==> config.mk <==
export PLATFORM = sky130hd
export DESIGN_NAME = dmem_arbiter
export DESIGN_NICKNAME = d
export VERILOG_FILES = /design/src/rtl/dmem_arbiter_pkg.sv /design/src/rtl/dmem_arbiter.sv
export SDC_FILE = /design/constraint.sdc
export NUM_CORES = 1
export LEC_CHECK = 0
export BUFFER_PORTS_ARGS = -buffer_cell sky130_fd_sc_hd__buf_2
export CAP_MARGIN = 20
export CORE_MARGIN = 5
export CORE_UTILIZATION = 45
export DETAILED_ROUTE_END_ITERATION = 12
export PLACE_DENSITY = 0.75
export SETUP_SLACK_MARGIN = 0.1
export SLEW_MARGIN = 20
export SYNTH_ARGS = -nofsm -noshare
export SYNTH_HDL_FRONTEND = slang
export SYNTH_SLANG_ARGS = --single-unit
==> constraint.sdc <==
create_clock -name CLK -period 2.3 [get_ports CLK]
set_input_delay 0.46 -clock CLK [delete_from_list [all_inputs] [get_ports CLK]]
set_output_delay 0.46 -clock CLK [all_outputs]
set_load 0.01 [all_outputs]
==> src/rtl/dmem_arbiter_pkg.sv <==
`default_nettype none
// dmem_arbiter_pkg: state encoding and default widths shared by the data-memory arbiter.
// Revision: 1.0
package dmem_arbiter_pkg;

  localparam int ADDR_W_DEF = 32;
  localparam int DATA_W_DEF = 32;

  typedef enum logic [1:0] {
    IDLE    = 2'd0,
    WR_REQ  = 2'd1,
    RD_REQ  = 2'd2,
    RD_RESP = 2'd3
  } arb_state_t;

endpackage
`default_nettype wire

==> src/rtl/dmem_arbiter.sv <==
`default_nettype none
// dmem_arbiter: serialises pipeline loads and stores onto one request/accept/response bus
// and stalls the pipeline until every enabled request of the cycle is served. Revision: 1.0
module dmem_arbiter
  import dmem_arbiter_pkg::*;
#(
  parameter int ADDR_W = ADDR_W_DEF,
  parameter int DATA_W = DATA_W_DEF
) (
  input  logic                  CLK,
  input  logic                  RST,
  input  logic                  FLUSH,
  input  logic                  R_EN,
  input  logic [ADDR_W-1:0]     R_ADDR,
  input  logic                  W_EN,
  input  logic [ADDR_W-1:0]     W_ADDR,
  input  logic [DATA_W/8-1:0]   W_STRB,
  input  logic [DATA_W-1:0]     W_DATA,
  output logic                  MEM_WAIT,
  output logic                  DATA_RVALID,
  output logic [ADDR_W-1:0]     DATA_ROADDR,
  output logic [DATA_W-1:0]     DATA_RDATA,
  output logic                  BUS_REQ,
  output logic                  BUS_WE,
  output logic [ADDR_W-1:0]     BUS_ADDR,
  output logic [DATA_W/8-1:0]   BUS_STRB,
  output logic [DATA_W-1:0]     BUS_WDATA,
  input  logic                  BUS_READY,
  input  logic                  BUS_RVALID,
  input  logic [DATA_W-1:0]     BUS_RDATA
);

  arb_state_t        state;
  logic              wr_served;
  logic              drop;
  logic [ADDR_W-1:0] rd_addr;

  logic dropping;
  logic wr_pending;
  logic rd_pending;

  // A load is pending until its data pulse; gating on DATA_RVALID also stops a
  // held R_EN from re-issuing the same load in its completion cycle.
  assign dropping   = drop || FLUSH;
  assign wr_pending = W_EN && !wr_served;
  assign rd_pending = R_EN && !DATA_RVALID;
  assign MEM_WAIT   = !dropping &&
                      (wr_pending || rd_pending || (W_EN && !R_EN && state == WR_REQ));

  always_ff @(posedge CLK) begin
    if (RST) begin
      state       <= IDLE;
      wr_served   <= 1'b0;
      drop        <= 1'b0;
      rd_addr     <= '0;
      DATA_RVALID <= 1'b0;
      DATA_ROADDR <= '0;
      DATA_RDATA  <= '0;
      BUS_REQ     <= 1'b0;
      BUS_WE      <= 1'b0;
      BUS_ADDR    <= '0;
      BUS_STRB    <= '0;
      BUS_WDATA   <= '0;
    end else begin
      DATA_RVALID <= 1'b0;

      case (state)
        IDLE: begin
          drop <= 1'b0;
          if (wr_pending) begin
            state     <= WR_REQ;
            BUS_REQ   <= 1'b1;
            BUS_WE    <= 1'b1;
            BUS_ADDR  <= W_ADDR;
            BUS_STRB  <= W_STRB;
            BUS_WDATA <= W_DATA;
          end else if (rd_pending) begin
            state    <= RD_REQ;
            BUS_REQ  <= 1'b1;
            BUS_WE   <= 1'b0;
            BUS_ADDR <= R_ADDR;
            BUS_STRB <= '0;
            rd_addr  <= R_ADDR;
          end
        end

        WR_REQ: begin
          if (BUS_READY) begin
            wr_served <= 1'b1;
            // Chain the load straight after the store so the bus sees no idle gap.
            if (R_EN && !dropping) begin
              state    <= RD_REQ;
              BUS_REQ  <= 1'b1;
              BUS_WE   <= 1'b0;
              BUS_ADDR <= R_ADDR;
              BUS_STRB <= '0;
              rd_addr  <= R_ADDR;
            end else begin
              state   <= IDLE;
              BUS_REQ <= 1'b0;
              drop    <= 1'b0;
            end
          end else begin
            drop <= dropping;
          end
        end

        RD_REQ: begin
          drop <= dropping;
          if (BUS_READY) begin
            state   <= RD_RESP;
            BUS_REQ <= 1'b0;
          end
        end

        RD_RESP: begin
          if (BUS_RVALID) begin
            state <= IDLE;
            drop  <= 1'b0;
            if (!dropping) begin
              DATA_RVALID <= 1'b1;
              DATA_RDATA  <= BUS_RDATA;
              DATA_ROADDR <= rd_addr;
            end
          end else begin
            drop <= dropping;
          end
        end

        default: state <= IDLE;
      endcase

      // The pipeline advances on this edge, so the next store is a new one.
      if (!MEM_WAIT) begin
        wr_served <= 1'b0;
      end
    end
  end

endmodule
`default_nettype wire

==> out/summary.txt, run 1 <==
Synthesis warning total - 0
Wire per inst - 15.4 um
Synth top area share - 0.505
Die area - 17600 um2
Endpoints failing setup - 0
CP max FO - 10
Max Clock Freq - 0.490 GHz
Via count - 6338
Post-Synthesis Cells - 809
CTS Buf Count - 17
Die height - 133 um
Post-synthesis cell type count - 36
Largest net degree at the start of global routing - 97
DRC viols - 0
Grt total ovfl - 0
Gr usage total - 0.212
Top-level I/O count - 275
Seq/Total Area, Yosys - 0.505
Tightest Hold Check Type - in2reg
Area growth, synth to finish - 31.2%
Relative slew slack - 0.575
Mapped Area - 6770 um2
Number of global-route vias before repair - 5936
Storage element area - 3420 um2
CTS HTree Levels - 4
Syn nets - 948
Final Util - 0.607
Net count, final - 1195
Final WS setup - 0.259 ns
Starting density of the core - 0.463
Sw Share - 0.259
DR pass1 iterations - 5
Clock transition at the registers of the reported paths - 0.06 ns
Clk network pwr share - 0.389
Core Rows - 44
Comb power frac - 0.166
Sink Count - 171
Avg Inst Size Synth - 8.37 um2
Design Power - 0.00742 W
Flop pwr share - 0.445
Core area - 14600 um2
Clock root cell - clkbuf_16
Critical path cell sequence - nand2b_2, o21ai_1, a21oi_1, nor3_1, buf_2
FFs w/ async S/R, synth - 0
Most frequently used flop master after synthesis - dfxtp_1
Share of layout cells above drive strength 1 - 0.314
1st-iter DRT viols - 411
RSZ-0062 raised after global routing - false
Status - finished, final reports clean
Buffers plus inverters on the worst setup path - 1
P_sw - 0.00192 W
Tcrit/Tclk final - 0.888
Horiz. Die Dim - 133 um
Fin. Hold Viols - 0
Max-slew violation count - 0
Drt via density - 5.06
TritonCTS clock tree - yes
VDD IR max - 0.494 mV
Area contributors post-synth - dfxtp_1, nand2_1, a21oi_1
Detailed placement HPWL - 13700 um
Critical Path End Type - output pin
Seq cells post-synth - 171
Total detailed-routing wirelength - 19200 um
First-pass GRT wire length - 30600 um
DRT antenna net count - 0
CTS Buffer Depth - 2
Max Clock Skew - 0.00649 ns
Critical Path RT - 1.84 ns
Setup CP Type - reg2out
# hold bufs at CTS - 0
N_diodes - 0
Post-place setup slack - 0.176 ns
Cells after DPL - 1221
Commonest non-fill, non-tap cell in the layout - buf_2
Leakage power - 3.87 nW
Gpl congestion - 0.844
Area leader, netlist - dfxtp_1
Actual slew at the worst max-slew pin - 0.637 ns
Initial antenna violation count - 0
CP max stage delay - 0.38 ns
Clock Latency Late Sink - 0.41 ns
Final non-filler cell total - 1252
CP Launch Type - flip-flop
Most frequent cells in the layout - buf_2, nand2_1, dfxtp_1
Fin crit period - 2.04 ns
PortBufs - 274
Multi-input combinational cell area - 3030 um2
Setup tns final - 0 ns
CP max stage cell - dfxtp_2
Worst EP arrival - 1.58 ns
Internal power - 0.00549 W
CP top delay family - simple AND/OR/NAND/NOR gates
# fillers - 1360
Pwr/cell area - 835 nW/um2
Number of synthesized flops with an enable pin - 0
Max cap viols - 0
[synth_stat cells (all sizes together) (2+ instances only)]
master,n
nand2,229
mux2i,34
dfxtp,171
buf,28
a21oi,104
o21ai,3
nor3,37
clkbuf,40
inv,2
nor2b,2
nand4,5
a22oi,2
nor2,4
a311oi,32
nand3,37
nand2b,67
[layer usage]
| layer | wire length, um | share of wire | vias up | global-route usage |
|---|---|---|---|---|
| met5 | 0 | 0 | - | 0 |
| met1 | 8220 | 0.43 | 2882 | 0.267 |
| li1 | - | - | 3218 | - |
| met2 | 9370 | 0.49 | 209 | 0.352 |
| met3 | 1240 | 0.064 | 29 | 0.0558 |
| met4 | 415 | 0.022 | 0 | 0.0733 |
[worst paths after layout]
path,cells past startpoint,slack [ns],from,to
worst max-delay path,5,0.26,state[1],MEM_WAIT
worst max register to register,4,0.37,drop,BUS_ADDR[29]
worst min register to register,2,0.45,DATA_ROADDR[1],DATA_ROADDR[1]
worst min-delay path,3,0.28,W_DATA[12],BUS_WDATA[12]
[sequential cells by signal (all words and copies together), names as in the netlist, 2 cells and up]
signal,count
BUS_STRB,4
BUS_WDATA,32
rd_addr,32
BUS_ADDR,32
DATA_RDATA,32
state,2
DATA_ROADDR,32
[layout make-up]
cell class	count	share of cell area
inverters	2	0.000845
flip-flops and latches	171	0.385
repair buffers	296	0.180
clock inverters	7	0.0128
clock buffers	24	0.0542
multi-input cells	568	0.341
well taps	184	0.0259
[tightest hold or removal path, delay by kind of cell]
family | cells | cell delay, ns
compound gates | 1 | 0.05
buf+inv | 1 | 0.10
simple gates | 1 | 0.04
[power by group through the flow]
stage          registers, W  logic (W)  clock network (W)
2_1_floorplan       0.00342   0.000700                  0
3_3_place_gp        0.00336    0.00121                  0
3_5_place_dp        0.00336    0.00123                  0
4_1_cts             0.00330    0.00124            0.00295
5_1_grt             0.00332    0.00135            0.00308
6_report            0.00330    0.00123            0.00289
[through the flow]
stage / cell area, um2 / hold WS [ns]
CTS: 8880 / 0.258
detailed placement: 8280 / 0.443
floorplan: 6770 / 0.432
global route: 8880 / 0.261
finish: 8880 / 0.277
global placement: 8280 / 0.439
[timing repair]
action / in CTS / in global routing
buffers inserted: 0 / 0
resized for setup: 0 / 3
setup endpoints to repair: 0 / 1
[cells by family (layout without fill, tap and decap cells)]
logic type | Yosys count | count (layout) | synth area share
AO/OA/AOI/OAI | 145 | 145 | 0.128
multiplexers | 34 | 34 | 0.0502
adder cells (fa/ha/maj) | 1 | 1 | 0.00148
buffers and inverters | 70 | 329 | 0.0497
AND/OR/NAND/NOR | 388 | 388 | 0.265
flip-flops | 171 | 171 | 0.505
Power figures use the tool's default switching activity.
==> run 2: changes to the inputs <==
--- a/config.mk
+++ b/config.mk
@@ -8,9 +8,9 @@
 export BUFFER_PORTS_ARGS = -buffer_cell sky130_fd_sc_hd__buf_2
 export CAP_MARGIN = 20
 export CORE_MARGIN = 5
-export CORE_UTILIZATION = 45
+export CORE_UTILIZATION = 48
 export DETAILED_ROUTE_END_ITERATION = 12
-export PLACE_DENSITY = 0.75
+export PLACE_DENSITY = 0.8
 export SETUP_SLACK_MARGIN = 0.1
 export SLEW_MARGIN = 20
 export SYNTH_ARGS = -nofsm -noshare
==> out/summary.txt, run 2 (synthesis results as in run 1) <==
Status - finished, final reports clean (unchanged)
CTS Buffer Depth - 2 (unchanged)
Pwr/cell area - 841 nW/um2 (was 835 nW/um2)
DRC viols - 0 (unchanged)
Leakage power - 3.88 nW (was 3.87 nW)
Critical Path End Type - output pin (unchanged)
Tightest Hold Check Type - in2reg (unchanged)
Total detailed-routing wirelength - 19600 um (was 19200 um)
Fin. Hold Viols - 0 (unchanged)
# fillers - 1263 (was 1360)
DRT antenna net count - 0 (unchanged)
Storage element area - 3430 um2 (was 3420 um2)
Critical Path RT - 1.84 ns (about the same)
Top-level I/O count - 275 (unchanged)
Clock root cell - clkbuf_16 (unchanged)
Via count - 6352 (was 6338)
TritonCTS clock tree - yes (unchanged)
Post-place setup slack - 0.131 ns (was 0.176 ns)
Hold Path Origin - W_DATA[15] (was W_DATA[12])
Initial antenna violation count - 4 (was 0)
Multi-input combinational cell area - 3040 um2 (was 3030 um2)
Largest net degree at the start of global routing - 65 (was 97)
Relative slew slack - 0.596 (was 0.575)
Drt via density - 5.09 (was 5.06)
Net count, final - 1191 (was 1195)
Max Clock Freq - 0.487 GHz (was 0.490 GHz)
Share of layout cells above drive strength 1 - 0.314 (about the same)
Number of global-route vias before repair - 6027 (was 5936)
Worst EP arrival - 1.59 ns (was 1.58 ns)
CTS HTree Levels - 4 (unchanged)
Max cap viols - 0 (unchanged)
PortBufs - 274 (unchanged)
Gr usage total - 0.230 (was 0.212)
Detailed placement HPWL - 13600 um (was 13700 um)
Starting density of the core - 0.488 (was 0.463)
Max Clock Skew - 0.00917 ns (was 0.00649 ns)
Worst reg2reg startpoint - drop (unchanged)
Core area - 13900 um2 (was 14600 um2)
Die area - 16600 um2 (was 17600 um2)
VDD IR max - 0.485 mV (was 0.494 mV)
Setup crit start - state[1] (unchanged)
RSZ-0062 raised after global routing - false (unchanged)
Post-CTS setup buffer count - 0 (unchanged)
Max-slew violation count - 0 (unchanged)
Final WS setup - 0.246 ns (was 0.259 ns)
Most frequent cells in the layout - buf_2, nand2_1, dfxtp_1 (unchanged)
CTS Buf Count - 17 (unchanged)
Sink Count - 171 (unchanged)
Cells after DPL - 1213 (was 1221)
Clock Latency Late Sink - 0.43 ns (was 0.41 ns)
1st-iter DRT viols - 473 (was 411)
Final non-filler cell total - 1247 (was 1252)
First-pass GRT wire length - 30200 um (was 30600 um)
Actual slew at the worst max-slew pin - 0.607 ns (was 0.637 ns)
Fin crit period - 2.05 ns (was 2.04 ns)
Setup CP Type - reg2out (unchanged)
Core Rows - 43 (was 44)
Horiz. Die Dim - 129 um (was 133 um)
Gpl congestion - 0.857 (was 0.844)
DR pass1 iterations - 5 (unchanged)
Clock transition at the registers of the reported paths - 0.06 ns (about the same)
Grt total ovfl - 0 (unchanged)
Endpoints failing setup - 0 (unchanged)
Wire per inst - 15.7 um (was 15.4 um)
Commonest non-fill, non-tap cell in the layout - buf_2 (unchanged)
Tcrit/Tclk final - 0.893 (was 0.888)
Die height - 129 um (was 133 um)
Area growth, synth to finish - 31.8% (was 31.2%)
Setup tns final - 0 ns (unchanged)
CP max FO - 10 (unchanged)
CP Launch Type - flip-flop (unchanged)
[run 2: changes by cell type in the layout (fill, tap and decap cells not counted), moves of 2 or more]
cell and change:
clkbuf_8 +2, buf_12 +4, diode_2 +2, buf_4 -7
[run 2: layer usage]
layer,wire length [um],vias to the layer above,global-route usage
met5,34,-,0
met4,575,6,0.0988
met3,1350,44,0.0702
met2,9450,224,0.383
met1,8170,2861,0.274
li1,-,3217,-
[run 2: what timing repair did]
item	in CTS	in global routing
hold endpoints to repair	0	0
endpoints found under the setup margin	1	1
gates resized for setup	2	2
hold buffers	0	0
cloned	0	0
[run 2: metrics by stage]
step | area, um2 | total power (W) | util | hold WS, ns
after CTS | 8920 | 0.00757 | 0.642 | 0.248
after global routing | 8930 | 0.00783 | 0.643 | 0.255
after detailed placement | 8300 | 0.00461 | 0.598 | 0.443
after floorplan | 6770 | 0.00412 | - | 0.432
final | 8930 | 0.00751 | 0.643 | 0.270
after global placement | 8300 | 0.00458 | 0.598 | 0.438
[run 2: where the power goes]
part	total (W)	leakage (nW)	internal [W]	switching (W)
combinational	0.00124	2.18	0.000529	0.000709
clock	0.00296	0.307	0.00185	0.00111
sequential	0.00331	1.40	0.00318	0.000130
[run 2: area by class of cell]
type,instances,share of cell area
inverters,2,0.000841
flip-flops and latches,171,0.384
clock buffers,25,0.0566
well taps,180,0.0252
multi-input cells,568,0.340
clock inverters,7,0.0123
repair buffers,292,0.181
diodes,2,0.000560
[run 2: path summary, 6_finish.rpt]
check / to / slack (ns) / depth (start not counted)
setup / recovery: MEM_WAIT / 0.25 / 5
hold / removal: BUS_WDATA[15] / 0.27 / 3
setup reg to reg: BUS_ADDR[24] / 0.33 / 4
hold reg to reg: DATA_RDATA[9] / 0.45 / 2
[run 2: worst max-delay path, stage by stage (launching register included)]
cell	delay [ns]
dfxtp_2	0.44
nand2b_4	0.22
o21ai_0	0.09
a21oi_1	0.20
nor3_1	0.06
buf_2	0.15
==> run 3: changes to the inputs <==
--- a/config.mk
+++ b/config.mk
@@ -5,12 +5,13 @@
 export SDC_FILE = /design/constraint.sdc
 export NUM_CORES = 1
 export LEC_CHECK = 0
+export ABC_AREA = 1
 export BUFFER_PORTS_ARGS = -buffer_cell sky130_fd_sc_hd__buf_2
 export CAP_MARGIN = 20
 export CORE_MARGIN = 5
-export CORE_UTILIZATION = 48
+export CORE_UTILIZATION = 49
 export DETAILED_ROUTE_END_ITERATION = 12
-export PLACE_DENSITY = 0.8
+export PLACE_DENSITY = 0.76
 export SETUP_SLACK_MARGIN = 0.1
 export SLEW_MARGIN = 20
 export SYNTH_ARGS = -nofsm -noshare
==> out/summary.txt, run 3 <==
Drt via density - 4.72 (was 5.09)
Synth top area share - 0.485 (was 0.505)
# hold bufs at CTS - 0 (unchanged)
CP max FO - 6 (was 10)
Buffers plus inverters on the worst setup path - 3 (was 1)
DR pass1 iterations - 5 (unchanged)
Hold path cells - 3 (unchanged)
Final non-filler cell total - 1454 (was 1247)
Max Clock Freq - 0.529 GHz (was 0.487 GHz)
1st-iter DRT viols - 491 (was 473)
Sink Count - 171 (unchanged)
# fillers - 1312 (was 1263)
Number of synthesized flops with an enable pin - 0 (unchanged)
Clock transition at the registers of the reported paths - 0.06 ns (about the same)
Pwr/cell area - 1230 nW/um2 (was 841 nW/um2)
CP Launch Type - flip-flop (unchanged)
Area leader, netlist - dfxtp_1 (unchanged)
Horiz. Die Dim - 130 um (was 129 um)
RSZ-0062 raised after global routing - false (unchanged)
CTS Buf Count - 17 (unchanged)
Via count - 6866 (was 6352)
Largest family of logic cells by synthesized area - simple AND/OR/NAND/NOR gates (unchanged)
Net count, final - 1400 (was 1191)
Gr usage total - 0.225 (was 0.230)
Post-synthesis cell type count - 20 (was 36)
Tightest Hold Check Type - in2reg (unchanged)
CTS Buffer Depth - 2 (unchanged)
Gpl congestion - 0.863 (was 0.857)
VDD IR max - 0.713 mV (was 0.485 mV)
DRC viols - 0 (unchanged)
Detailed placement HPWL - 13800 um (was 13600 um)
Setup tns final - 0 ns (unchanged)
Top-level I/O count - 275 (unchanged)
Setup CP Type - reg2out (unchanged)
Clock root cell - clkbuf_16 (unchanged)
CTS HTree Levels - 4 (unchanged)
Avg Inst Size Synth - 6.94 um2 (was 8.37 um2)
Leakage power - 5.02 nW (was 3.88 nW)
Initial antenna violation count - 0 (was 4)
Simple-Gate Fraction of Synth Area - 0.338 (was 0.265)
DRT antenna net count - 0 (unchanged)
Max-slew violation count - 0 (unchanged)
Mapped Area - 7060 um2 (was 6770 um2)
Critical Path RT - 1.84 ns (about the same)
Compound-Gate Fraction of Synth Area - 0.0738 (was 0.128)
Syn nets - 1156 (was 948)
Largest net degree at the start of global routing - 69 (was 65)
N_diodes - 0 (was 2)
Most frequent cell after synthesis - nor2_1 (was nand2_1)
Seq/Total Area, Yosys - 0.485 (was 0.505)
Cells after DPL - 1422 (was 1213)
Reg2reg path depth - 5 (was 4)
TritonCTS clock tree - yes (unchanged)
Critical path cell sequence - inv_2, nand4_1, nand3_1, nand2_1, inv_1, buf_2 (was nand2b_4, o21ai_0, a21oi_1, nor3_1, buf_2)
Starting density of the core - 0.504 (was 0.488)
Area contributors post-synth - dfxtp_1, nor2_1, nand2_1 (was dfxtp_1, nand2_1, a21oi_1)
CP max stage delay - 0.51 ns (was 0.44 ns)
Area growth, synth to finish - 28.2% (was 31.8%)
Multiplexer share of the synthesized area - 0 (was 0.0502)
Synth top cells by count - nor2_1, nand2_1, dfxtp_1 (was nand2_1, dfxtp_1, a21oi_1)
XOR/XNOR Fraction of Synth Area - 0 (unchanged)
Critical Path End Type - output pin (unchanged)
Endpoints failing setup - 0 (unchanged)
Die height - 130 um (was 129 um)
Fin. Hold Viols - 0 (unchanged)
Worst EP arrival - 1.43 ns (was 1.59 ns)
Core area - 14000 um2 (was 13900 um2)
Synthesis warning total - 0 (unchanged)
Share of layout cells above drive strength 1 - 0.265 (was 0.314)
Wire per inst - 13.3 um (was 15.7 um)
Adder-cell area share of the yosys netlist - 0 (was 0.00148)
First-pass GRT wire length - 30800 um (was 30200 um)
Max cap viols - 0 (unchanged)
Relative slew slack - 0.717 (was 0.596)
Number of global-route vias before repair - 6193 (was 6027)
Clock Latency Late Sink - 0.41 ns (was 0.43 ns)
CP max stage cell - dfxtp_1 (was dfxtp_2)
Post-CTS setup buffer count - 0 (unchanged)
Final Util - 0.647 (was 0.643)
Core Rows - 43 (unchanged)
Tcrit/Tclk final - 0.821 (was 0.893)
Total detailed-routing wirelength - 19400 um (was 19600 um)
FFs w/ async S/R, synth - 0 (unchanged)
Commonest non-fill, non-tap cell in the layout - nor2_1 (was buf_2)
Seq cells post-synth - 171 (unchanged)
Crit. path cell count - 6 (was 5)
Max Clock Skew - 0.00590 ns (was 0.00917 ns)
Fin crit period - 1.89 ns (was 2.05 ns)
CP top delay family - flip-flops (unchanged)
PortBufs - 274 (unchanged)
Most frequent cells in the layout - nor2_1, buf_2, nand2_1 (was buf_2, nand2_1, dfxtp_1)
Die area - 16900 um2 (was 16600 um2)
Most frequently used flop master after synthesis - dfxtp_1 (unchanged)
Post-CTS sizing - 0 (was 2)
Post-Synthesis Cells - 1017 (was 809)
Status - finished, final reports clean (unchanged)
Grt total ovfl - 0 (unchanged)
Actual slew at the worst max-slew pin - 0.424 ns (was 0.607 ns)
[run 3: changes by cell type in the layout (fill, tap and decap cells not counted), sizes merged, moves of 32 or more]
cell	change
a21oi	-97
nand2b	-67
inv	+77
nor2	+328
nor3	-36
mux2i	-34
a311oi	-32
o21ai	+94
nand2	-41
nand3	+37
[run 3: logic make-up (layout without fill, tap and decap cells)]
group	count (synthesis)	after routing
simple gates	597	597
flops	171	171
buf+inv	145	402
compound gates	104	104
[run 3: final cells by class]
class,count,area [um2],share of cell area
multi-input cells,701,2910,0.322
well taps,180,225,0.0249
inverters,79,299,0.0331
flip-flops and latches,171,3420,0.378
clock inverters,10,164,0.0181
repair buffers,291,1550,0.171
clock buffers,22,474,0.0524
[run 3: power breakdown]
part	switching (W)	internal [W]
sequential	0.000493	0.00384
clock	0.00114	0.00191
combinational	0.00238	0.00139
total	0.00401	0.00714
[run 3: through the flow]
step / total power, W / hold WS (ns) / cell area, um2 / setup slack, ns
after floorplan: 0.00700 / 0.455 / 7060 / 0.899
after global placement: 0.00808 / 0.445 / 8410 / 0.549
after detailed placement: 0.00816 / 0.450 / 8410 / 0.522
after CTS: 0.0112 / 0.250 / 9050 / 0.389
after global routing: 0.0120 / 0.261 / 9050 / 0.319
final: 0.0112 / 0.265 / 9050 / 0.411
[run 3: path summary, 6_finish.rpt]
| kind | start | end | slack [ns] |
|---|---|---|---|
| hold / removal | BUS_RDATA[15] | DATA_RDATA[15] | 0.27 |
| setup reg to reg | state[0] | DATA_ROADDR[1] | 0.61 |
| hold reg to reg | BUS_STRB[2] | BUS_STRB[2] | 0.46 |
| setup / recovery | state[1] | MEM_WAIT | 0.41 |
[run 3: tightest hold or removal path, stage by stage]
cell,delay (ns)
buf_2,0.08
nor2_1,0.03
nor2_1,0.08
[run 3: metal layers]
| layer | vias up | track usage | wire, um |
|---|---|---|---|
| met5 | - | 0 | 0 |
| met4 | 0 | 0.0697 | 284 |
| met3 | 22 | 0.0557 | 1600 |
| met2 | 255 | 0.352 | 8800 |
| met1 | 2979 | 0.307 | 8710 |
| li1 | 3610 | - | - |
